### config.mk
export PLATFORM = sky130hd
export DESIGN_NAME = sgdmac_desc_ctrl
export DESIGN_NICKNAME = d
export VERILOG_FILES = /design/src/rtl/sgdmac_desc_ctrl.sv
export SDC_FILE = /design/constraint.sdc
export NUM_CORES = 1
export LEC_CHECK = 0
export CAP_MARGIN = 40
export CORE_MARGIN = 2
export CORE_UTILIZATION = 56
export DETAILED_ROUTE_END_ITERATION = 6
export GPL_ROUTABILITY_DRIVEN = 0
export GPL_TIMING_DRIVEN = 0
export PLACE_DENSITY = 0.91
export SLEW_MARGIN = 40
export SYNTH_ARGS = -nofsm -noshare
export SYNTH_HDL_FRONTEND = slang
export SYNTH_SLANG_ARGS = --single-unit
export TNS_END_PERCENT = 30
### constraint.sdc
create_clock -name clk -period 6.8 [get_ports clk]
set_input_delay 1.7 -clock clk [delete_from_list [all_inputs] [get_ports clk]]
set_output_delay 1.7 -clock clk [all_outputs]
set_load 0.01 [all_outputs]
### src/rtl/sgdmac_desc_ctrl.sv
// ============================================================================
// sgdmac_desc_ctrl
// ----------------------------------------------------------------------------
// Scatter-gather descriptor controller for the SGDMAC.  A start pulse from the
// APB configuration block launches a walk of a linked list of 16-byte
// descriptors in memory.  Each descriptor is fetched one word at a time over a
// simple request/grant/valid read port, then a single copy is launched on the
// DMA engine and the controller waits for the engine to report completion
// before following the next pointer.
//
// Descriptor layout (word aligned):
//    word0 = source address
//    word1 = destination address
//    word2 = byte length, only bits [LEN_W-1:0] are used
//    word3 = next descriptor pointer, 0 terminates the chain
//
// Ports:
//    clk              system clock, rising edge
//    rst_n            asynchronous active-low reset
//    start_i          single-cycle start pulse (only honoured while idle)
//    start_pointer_i  byte address of the first descriptor
//    done_o           high while idle, low while a chain is being walked
//    err_o            sticky misaligned-pointer flag, cleared by a new start
//    desc_cnt_o       descriptors completed since the last accepted start
//    rd_req_o         descriptor word read request
//    rd_addr_o        descriptor word read address
//    rd_gnt_i         read request accepted this cycle
//    rd_valid_i       read data valid
//    rd_data_i        read data
//    eng_start_o      one-cycle engine launch pulse
//    eng_src_o        engine source address
//    eng_dst_o        engine destination address
//    eng_len_o        engine byte count
//    eng_done_i       one-cycle engine completion pulse
// ============================================================================
module sgdmac_desc_ctrl #(
   parameter int LEN_W = 16
) (
   input  logic             clk,
   input  logic             rst_n,
   input  logic             start_i,
   input  logic [31:0]      start_pointer_i,
   output logic             done_o,
   output logic             err_o,
   output logic [15:0]      desc_cnt_o,
   output logic             rd_req_o,
   output logic [31:0]      rd_addr_o,
   input  logic             rd_gnt_i,
   input  logic             rd_valid_i,
   input  logic [31:0]      rd_data_i,
   output logic             eng_start_o,
   output logic [31:0]      eng_src_o,
   output logic [31:0]      eng_dst_o,
   output logic [LEN_W-1:0] eng_len_o,
   input  logic             eng_done_i
);

   typedef enum logic [2:0] {
      IDLE,
      REQ,
      WAIT_DATA,
      ISSUE,
      WAIT_ENG
   } state_t;

   state_t           r_state;
   logic [31:0]      r_ptr;
   logic [1:0]       r_wordIdx;
   logic [31:0]      r_rdAddr;

   // Fetch-side copies of the descriptor; kept apart from the engine outputs
   // so the engine sees stable values while the next descriptor is fetched.
   logic [31:0]      r_src;
   logic [31:0]      r_dst;
   logic [LEN_W-1:0] r_len;
   logic [31:0]      r_next;

   logic [31:0]      r_engSrc;
   logic [31:0]      r_engDst;
   logic [LEN_W-1:0] r_engLen;
   logic             r_err;
   logic [15:0]      r_descCnt;

   logic             w_lastWord;
   logic             w_skipDesc;
   logic             w_advance;
   logic [31:0]      w_nextPtr;
   logic [31:0]      w_wordOffset;

   // A descriptor is finished either when the engine reports done, or right
   // after word3 arrives if its length is zero (no engine launch at all).
   // In the zero-length case the next pointer is still on the read bus, so it
   // is taken from rd_data_i rather than from the captured register.
   always_comb begin
      w_lastWord   = (r_wordIdx == 2'd3);
      w_skipDesc   = (r_state == WAIT_DATA) && rd_valid_i && w_lastWord &&
                     (r_len == '0);
      w_advance    = w_skipDesc || ((r_state == WAIT_ENG) && eng_done_i);
      w_nextPtr    = (r_state == WAIT_DATA) ? rd_data_i : r_next;
      w_wordOffset = {28'd0, r_wordIdx + 2'd1, 2'b00};
   end

   // Main controller: sequencing, descriptor capture and all registered
   // outputs.  Chain-advance is applied after the per-state logic so that it
   // overrides the state transition chosen there.
   always_ff @(posedge clk or negedge rst_n) begin
      if (!rst_n) begin
         r_state   <= IDLE;
         r_ptr     <= '0;
         r_wordIdx <= '0;
         r_rdAddr  <= '0;
         r_src     <= '0;
         r_dst     <= '0;
         r_len     <= '0;
         r_next    <= '0;
         r_engSrc  <= '0;
         r_engDst  <= '0;
         r_engLen  <= '0;
         r_err     <= 1'b0;
         r_descCnt <= '0;
      end else begin
         case (r_state)
            IDLE: begin
               if (start_i) begin
                  r_ptr     <= start_pointer_i;
                  r_rdAddr  <= start_pointer_i;
                  r_wordIdx <= '0;
                  r_descCnt <= '0;
                  r_err     <= (start_pointer_i[1:0] != 2'b00);
                  if (start_pointer_i[1:0] == 2'b00) begin
                     r_state <= REQ;
                  end
               end
            end

            REQ: begin
               if (rd_gnt_i) begin
                  r_state <= WAIT_DATA;
               end
            end

            WAIT_DATA: begin
               if (rd_valid_i) begin
                  case (r_wordIdx)
                     2'd0:    r_src  <= rd_data_i;
                     2'd1:    r_dst  <= rd_data_i;
                     2'd2:    r_len  <= rd_data_i[LEN_W-1:0];
                     default: r_next <= rd_data_i;
                  endcase
                  if (!w_lastWord) begin
                     r_wordIdx <= r_wordIdx + 2'd1;
                     r_rdAddr  <= r_ptr + w_wordOffset;
                     r_state   <= REQ;
                  end else if (r_len != '0) begin
                     r_engSrc <= r_src;
                     r_engDst <= r_dst;
                     r_engLen <= r_len;
                     r_state  <= ISSUE;
                  end
               end
            end

            ISSUE: begin
               r_state <= WAIT_ENG;
            end

            WAIT_ENG: begin
            end

            default: begin
               r_state <= IDLE;
            end
         endcase

         if (w_advance) begin
            r_descCnt <= r_descCnt + 16'd1;
            if (w_nextPtr == 32'd0) begin
               r_state <= IDLE;
            end else if (w_nextPtr[1:0] != 2'b00) begin
               r_err   <= 1'b1;
               r_state <= IDLE;
            end else begin
               r_ptr     <= w_nextPtr;
               r_rdAddr  <= w_nextPtr;
               r_wordIdx <= '0;
               r_state   <= REQ;
            end
         end
      end
   end

   // Status and handshake outputs are pure decodes of the registered state.
   assign done_o      = (r_state == IDLE);
   assign rd_req_o    = (r_state == REQ);
   assign eng_start_o = (r_state == ISSUE);

   assign err_o       = r_err;
   assign desc_cnt_o  = r_descCnt;
   assign rd_addr_o   = r_rdAddr;
   assign eng_src_o   = r_engSrc;
   assign eng_dst_o   = r_engDst;
   assign eng_len_o   = r_engLen;

endmodule

## Word-level counts from Yosys, hierarchy flattened

Cells that the tools add are included.

| storage, ports and cells | value |
|---|---|
| memory bits (read-only) | 0 |
| word-level logic and storage cells | 91 |
| bits of input ports | 70 |
| flip-flop bits (word level) | 278 |
| output and inout bits | 132 |
| memories | 0 |
| latch bits | 0 |
| bits in writable memories | 0 |

| cells by class | value |
|---|---|
| bitwise gates (word level) | 1 |
| shifts and indexed selects | 0 |
| magnitude comparators | 0 |
| reductions and logical operators | 23 |
| muxes and demuxes | 38 |
| multiply operators | 0 |
| equal/unequal tests | 13 |
| add/subtract/negate cells | 3 |
| divide/modulo/power cells | 0 |

Operators by type and width:

| kind | number |
|---|---|
| $mux 32 | 12 |
| $pmux 32 s2 | 1 |
| $mux 16 | 3 |
| $add 32x4->32 | 1 |
| $logic_not 32->1 | 1 |
| $mux 3 | 7 |
| $add 16x1->16 const B | 1 |
| $logic_not 16->1 | 1 |
| $reduce_bool 16->1 | 1 |
| $pmux 3 s5 | 1 |
| $mux 2 | 6 |
| $reduce_and 3->1 | 4 |
| $reduce_bool 2->1 | 4 |
| $mux 1 | 7 |
| $eq 3x2->1 const B | 2 |
| $ne 3x1->1 const B | 2 |
| $reduce_and 6->1 | 1 |
| $eq 2x2->1 const B | 2 |
| $logic_and 1x1->1 | 4 |
| $logic_not 2->1 | 2 |
| $ne 4x3->1 const B | 1 |
| $pmux 2 s2 | 1 |
| $reduce_and 4->1 | 1 |
| $eq 3x1->1 const B | 1 |
| 11 further kinds | 11 |

## Longest topological paths before layout

Gate-level depths: netlist of the first run.

| logic depth | value |
|---|---|
| word-level depth | 8 |
| gate-level depth with buffers | 10 |
| gate-level depth less buffers | 10 |

## Worst setup path before layout of the first run

OpenSTA, ideal clock, no wires.

| path | value |
|---|---|
| path kind | input-to-reg |
| from | in rd_valid_i |
| to | reg r_rdAddr[12], in the netlist rd_addr_o[12] |
| arrival time | 3.048 ns |
| path slack | 3.628 ns |
| library setup time | 0.124 ns |
| stages on the path | 7 |
| buffers on the path | 2 |
| data required time | 6.676 ns |
| path through | clkbuf_1 > nor2b_1 > mux2_2 > nand2_1 > clkbuf_1 > a22oi_1 > a21oi_2 |

| on the way | value |
|---|---|
| word-level cells in the longest chain between the ends | 5 |
| elaborated cells on any way between the ends | 9 |
| those cells by class | mux: 5; reduce/logical: 4 |

RTL lines:

| element | line | text |
|---|---|---|
| start, declared | 49 | `input logic rd_valid_i,` |
| $mux 32 or $logic_and 1x1->1 (tied branches) | 143, 96 |  |
| $pmux 32 s2 or $logic_and 1x1->1 (tied branches) | 122, 96 |  |
| $mux 32 or $logic_and 1x1->1 (tied branches) | 179, 96 |  |
| $mux 32 or $logic_or 1x1->1 (tied branches) | 177, 98 |  |
| $mux 32 (*) | 175 | `if (w_advance) begin` |
| end signal, assigned | 126 | `r_rdAddr <= start_pointer_i;` |
| end signal, assigned | 152 | `r_rdAddr <= r_ptr + w_wordOffset;` |
| end signal, assigned | 184 | `r_rdAddr <= w_nextPtr;` |
| end, declared | 69 | `logic [31:0] r_rdAddr;` |

Every way passes the cells marked *; elsewhere a longest branch is shown, timed or not.
A chain may end at the register's enable or synchronous reset.

## Worst setup path after layout of the first run

| path | value |
|---|---|
| from | reg r_state[0] |
| to | out done_o |

| on the way | value |
|---|---|
| word-level cells in the longest chain between the ends | 1 |

RTL lines:

| element | line | text |
|---|---|---|
| start, declared | 66 | `state_t r_state;` |
| start signal, assigned | 108 | `r_state <= IDLE;` |
| start signal, assigned | 131 | `r_state <= REQ;` |
| start signal, assigned | 138 | `r_state <= WAIT_DATA;` |
| $logic_not 3->1 | 193 | `assign done_o = (r_state == IDLE);` |
| end, declared | 43 | `output logic done_o,` |

Every way passes these cells.

==> out/results.txt, run 1 <==
CP Class: flop to output port
Fillers: 1465
DR top layer: met4
Crit path time final: 4.11 ns
Synthesized area per cell: 12.0 um^2
Max Buffers Root-to-Sink: 3
Hold WC Path Type: flop to flop
Worst setup margin: 2.69 ns
Met2 WL: 16.4 mm
Worst endpoint data arrival time: 2.41 ns
Fin area: 16100 um^2
WL met3: 3.15 mm
Die H: 154 um
Req. time, crit path: 5.10 ns
Commonest non-fill, non-tap cell in the layout: dfrtp_1
Drt pass-1 iters: 7
Via count: 9729
WL met1: 13.7 mm
Seq pwr share: 40.3%
Max-cap violation count: 0
Starting DRC count in detailed routing: 786
Hold Slack: 0.491 ns
Pwr dens: 373 nW/um^2
CP cell instances: buf_4, or2_2, clkbuf_1, nor2_1, clkdlybuf4s50_1
Mapped Cells: 1054
IO Pins: 202
Clock share of power: 27.0%
Worst R2R Path Depth: 10
Total Nets Final: 1367
Port Buffers: 200
Crit path to: done_o
Num rows: 55
Total track usage: 29.1%
Status: completed
Critical path capture point type: output port
CTS buffer count: 28
Number of global-route vias before repair: 9875
Critical Path Source: r_state[0]$_DFFE_PN0P_
Least-Margin Pin Slew: 0.656 ns
Slew headroom: 56.3%
Die width: 154 um
First-pass GRT wire length: 54.7 mm
GRT overflow: 0
CTS Sinks: 278
Share of post-route cells with drive strength above 1: 27.3%
Tcrit/Tclk final: 60.5%
Initial Utilization: 56.5%
Final HPWL DP: 24.5 mm
EDFF count, synth: 0
Sequential-to-total area share from yosys stat: 54.9%
Worst setup SP type: flop
Cell Int Power: 4.03 mW
Top cells by area, synth: dfrtp_1, mux2_2, a21oi_2
Crit path max-delay family: buffers and inverters
ANT nets after route: 0
Slew Viols, Final: 0
Cts repair resizes: 0
CP max stage delay: 0.59 ns
H-tree levels: 1
Pre-CTS setup slack: 2.50 ns
Synth Net Count: 1133
Synth warnings: 0
# setup viols final: 0
Per-cell routed wire length: 21.5 um
Antenna violations before repair: 1
Reg-to-Reg End: rd_addr_o[28]$_DFF_PN0_
Max Clock Skew: 0.0138 ns
Largest net degree at the start of global routing: 74
Dpl cell area: 15200 um^2
Netlist cell types: 56
Sw Pwr: 1.99 mW
CTS tree: yes
Area Overhead vs Synth: 27.3%
Max IR drop VDD: 214 uV
Total wire length: 34.3 mm
Critical Path Slowest Stage Cell: clkdlybuf4s50_1
Die ar.: 23900 um^2
RSZ-0062 raised after global routing: false
Synth Flop Type: dfrtp_1
Combinational fraction of design power: 32.7%
Synth async-reset ratio: 100%
Leakage: 7.41 nW
Synth Register Bits: 278
Switching Fraction: 33.1%
Fin. Hold Viols: 0
Worst R2R Start: r_wordIdx[0]$_DFF_PN0_
Most frequent cells in the layout: dfrtp_1, clkdlybuf4s50_1, mux2_2, nand2_1, a21oi_2
Achievable frequency: 243 MHz
DR vias/cell: 6.10
Crit path depth: 5
Clk pin slew, worst setup/hold paths: 0.06 ns
Crit-path max FO: 10
Cts hold-fix bufs: 0
Post-synth top area cell: dfrtp_1
R2R Setup Slk: 3.94 ns
WP buf/inv: 3
CTS Root Cell: clkbuf_16
Core Area: 22400 um^2
Worst skew pair latency: 0.55 ns
Setup bufs post-CTS: 0
Syn Std Cell Area: 12700 um^2
Yosys top cell area share: 54.9%
Drt drc: 0
## worst min path at each step
stage	start	cells after the start	endpoint	slack (ns)
after floorplan	r_dst[0]$_DFFE_PN0P_	1	eng_dst_o[0]$_DFFE_PN0P_	0.47
after global placement	eng_len_o[2]$_DFFE_PN0P_	2	eng_len_o[2]$_DFFE_PN0P_	0.46
after detailed placement	r_src[15]$_DFFE_PN0P_	1	eng_src_o[15]$_DFFE_PN0P_	0.49
after CTS	r_src[14]$_DFFE_PN0P_	1	eng_src_o[14]$_DFFE_PN0P_	0.50
after global routing	r_dst[1]$_DFFE_PN0P_	1	eng_dst_o[1]$_DFFE_PN0P_	0.52
final	r_src[14]$_DFFE_PN0P_	1	eng_src_o[14]$_DFFE_PN0P_	0.49
## cells by family (layout without fill, tap and decap cells)
group                      Yosys count  count (layout)  synth area share, %
DFF                                278             278                 54.9
xor gates and xnor gates            27              27                 1.86
adders and majority gates            9               9                0.947
and+or+nand+nor                    299             299                 11.9
AOI/OAI and AO/OA                  172             172                 9.76
other                                0               1                    0
buffers and inverters               70             326                 3.04
muxes                              199             199                 17.6
## synth_stat cells, drive strengths merged, types with 2 or more instances
master	instances
buf	30
nand2	135
nand3	21
o31ai	4
a31oi	7
nor2	36
inv	14
mux2	193
o21a	2
xor2	17
nor3b	3
a211oi	2
nand2b	4
nor4	20
ha	8
mux2i	6
a22oi	28
nand4	12
clkbuf	26
dfrtp	278
and2	2
xnor2	10
o22ai	3
and3	44
o21ai	25
a21oi	93
and4	3
nor3	15
## registers in the layout, summed over array words and instances (netlist names), 32 cells and up
register,flops
eng_dst_o,32
eng_src_o,32
r_dst,32
r_next,32
r_ptr,32
r_src,32
rd_addr_o,32
## per-stage QoR
step           total power [mW]  std cells   TNS, ns  utilization [%]
2_1_floorplan              3.62       1054         0                -
3_3_place_gp               4.26       1539  -2043.50             67.0
3_5_place_dp               4.37       1543         0             67.5
4_1_cts                    6.02       1595         0             71.9
5_1_grt                    6.32       1596         0             71.9
6_report                   6.02       1596         0             71.9
## layout make-up
class | instances | area [um^2] | share of cell area (%)
antenna | 1 | 2.50 | 0.0155
timing repair buffer | 204 | 2120 | 13.1
inverter | 14 | 52.6 | 0.326
clock inverter | 14 | 184 | 1.14
tap | 285 | 357 | 2.21
sequential | 278 | 6960 | 43.1
clock buffer | 38 | 798 | 4.95
buffer | 56 | 333 | 2.06
multi-input combinational | 706 | 5340 | 33.1
## power by group through the flow
stage	Clock [mW]	Combinational (mW)	Sequential [mW]
CTS	1.64	1.96	2.42
finish	1.62	1.97	2.43
global route	1.71	2.13	2.48
global placement	0	1.85	2.41
detailed placement	0	1.93	2.44
floorplan	0	1.23	2.40
## routing by layer
layer / up-vias / track usage (%)
li1: 4222 / -
met1: 4931 / 39.6
met2: 491 / 47.6
met3: 85 / 6.28
met4: 0 / 8.82
met5: - / 0
No activity file was read; power rests on OpenSTA's default activity.
==> run 2: changes to the inputs <==
Settings changed: CORE_UTILIZATION 56 to 54, PLACE_DENSITY 0.91 to 0.88.
Clock period 6.8 ns to 3.9 ns, I/O delays scaled along.
==> run 2 against run 1 <==
Compared with the run above:
- via count is 1.8% lower
- sequential cell count stayed put
- sequential share of layout area is 0.19 points lower
- wire length is 0.55% lower
- worst setup slack worse by 2.1 ns
- clock skew is 0.0098 ns higher
==> out/results.txt, run 2 (synthesis results as in run 1) <==
Clk pin slew, worst setup/hold paths: 0.07 ns
Cts repair resizes: 0
IO Pins: 202
Worst endpoint data arrival time: 2.39 ns
Setup TNS: 0 ns
First-pass GRT wire length: 53.9 mm
Total Nets Final: 1367
Die width: 157 um
# setup viols final: 0
Hold WC Path Type: input port to async pin
Max-cap violation count: 0
Max IR drop VDD: 429 uV
Num rows: 56
Die H: 157 um
Number of global-route vias before repair: 9785
Initial Utilization: 54.5%
Tcrit/Tclk final: 86.2%
CTS buffer count: 28
Dpl cell area: 15200 um^2
Multi-input logic area: 5340 um^2
Crit path time final: 3.36 ns
Fin. Hold Viols: 0
Commonest non-fill, non-tap cell in the layout: dfrtp_1
RSZ-0062 raised after global routing: false
Setup bufs post-CTS: 0
CTS tree: yes
Worst setup SP type: flop
Critical path capture point type: output port
ANT nets after route: 0
Via count: 9550
Antenna violations before repair: 1
Port Buffers: 200
Slew headroom: 57.2%
Area Overhead vs Synth: 27.8%
CTS Root Cell: clkbuf_16
Per-cell routed wire length: 20.9 um
Worst skew pair latency: 0.57 ns
Req. time, crit path: 2.92 ns
Status: completed
Drt pass-1 iters: 5
Drt drc: 0
Max Buffers Root-to-Sink: 3
Share of post-route cells with drive strength above 1: 27.3%
Total wire length: 34.1 mm
Fillers: 1637
Leakage: 7.42 nW
Slew Viols, Final: 0
GRT overflow: 0
Pwr dens: 652 nW/um^2
Starting DRC count in detailed routing: 790
Core Area: 23300 um^2
FF/Latch Area: 6960 um^2
CP Class: flop to output port
Achievable frequency: 298 MHz
Cts hold-fix bufs: 0
DR vias/cell: 5.86
CTS Sinks: 278
Max Clock Skew: 0.0236 ns
Crit-path max FO: 10
Final HPWL DP: 24.1 mm
Die ar.: 24700 um^2
Fin area: 16200 um^2
Least-Margin Pin Slew: 0.642 ns
Total track usage: 28.1%
H-tree levels: 1
Most frequent cells in the layout: dfrtp_1, clkdlybuf4s50_1, mux2_2, nand2_1, a21oi_2
Largest net degree at the start of global routing: 75
-- run 2: layout make-up --
class	count	share of cell area (%)
multi-input cells	706	32.9
plain buffers	56	2.05
clock inverters	10	1.03
well taps	319	2.46
diodes	1	0.0154
flip-flops and latches	278	42.9
clock buffers	42	5.20
repair buffers	204	13.1
inverters	14	0.324
-- run 2: per-layer routing --
layer	routed length (um)	vias up	track usage, %
met5	0	-	0
met4	1140	0	9.70
met3	2900	81	6.39
met2	16000	442	44.9
met1	14100	4811	38.0
li1	-	4216	-
-- run 2: worst paths after layout --
path	start	cells past startpoint	endpoint	slack, ns
worst min register to register	desc_cnt_o[15]$_DFFE_PN0P_	1	desc_cnt_o[15]$_DFFE_PN0P_	0.48
worst min-delay path	rst_n	2	desc_cnt_o[9]$_DFFE_PN0P_	0.39
worst max register to register	r_wordIdx[0]$_DFF_PN0_	10	rd_addr_o[28]$_DFF_PN0_	0.95
worst max-delay path	r_state[0]$_DFFE_PN0P_	5	done_o	0.54
max in group asynchronous	rst_n	4	r_src[13]$_DFFE_PN0P_	2.50
min in group clk	desc_cnt_o[15]$_DFFE_PN0P_	1	desc_cnt_o[15]$_DFFE_PN0P_	0.48
-- run 2: power by group --
part           total, mW  internal [mW]  switching (mW)
registers           4.23           3.65           0.578
logic               3.41           1.67            1.74
clock network       2.92           1.76            1.16
-- run 2: critical path, cell delays in order (launching register included) --
cell             delay, ns
dfrtp_1               0.37
buf_4                 0.17
or2_2                 0.29
clkbuf_1              0.19
nor2_1                0.23
clkdlybuf4s50_1       0.58
-- run 2: metrics by stage --
stage | worst slack [ns] | power (mW) | hold slack [ns] | utilization, % | instances
5_1_grt | 0.468 | 11.1 | 0.431 | 69.7 | 1630
6_report | 0.540 | 10.6 | 0.394 | 69.7 | 1630
3_3_place_gp | -9.69 | 7.44 | 0.467 | 64.8 | 1573
3_5_place_dp | 0.549 | 7.62 | 0.480 | 65.3 | 1577
2_1_floorplan | 1.45 | 6.32 | 0.475 | - | 1054
4_1_cts | 0.537 | 10.5 | 0.408 | 69.7 | 1629
==> run 3: changes to the inputs <==
Settings changed: CAP_MARGIN 40 to not set.
==> results of run 3 <==
Same layout as run 2: the final DEF is identical, and so are final timing and power.
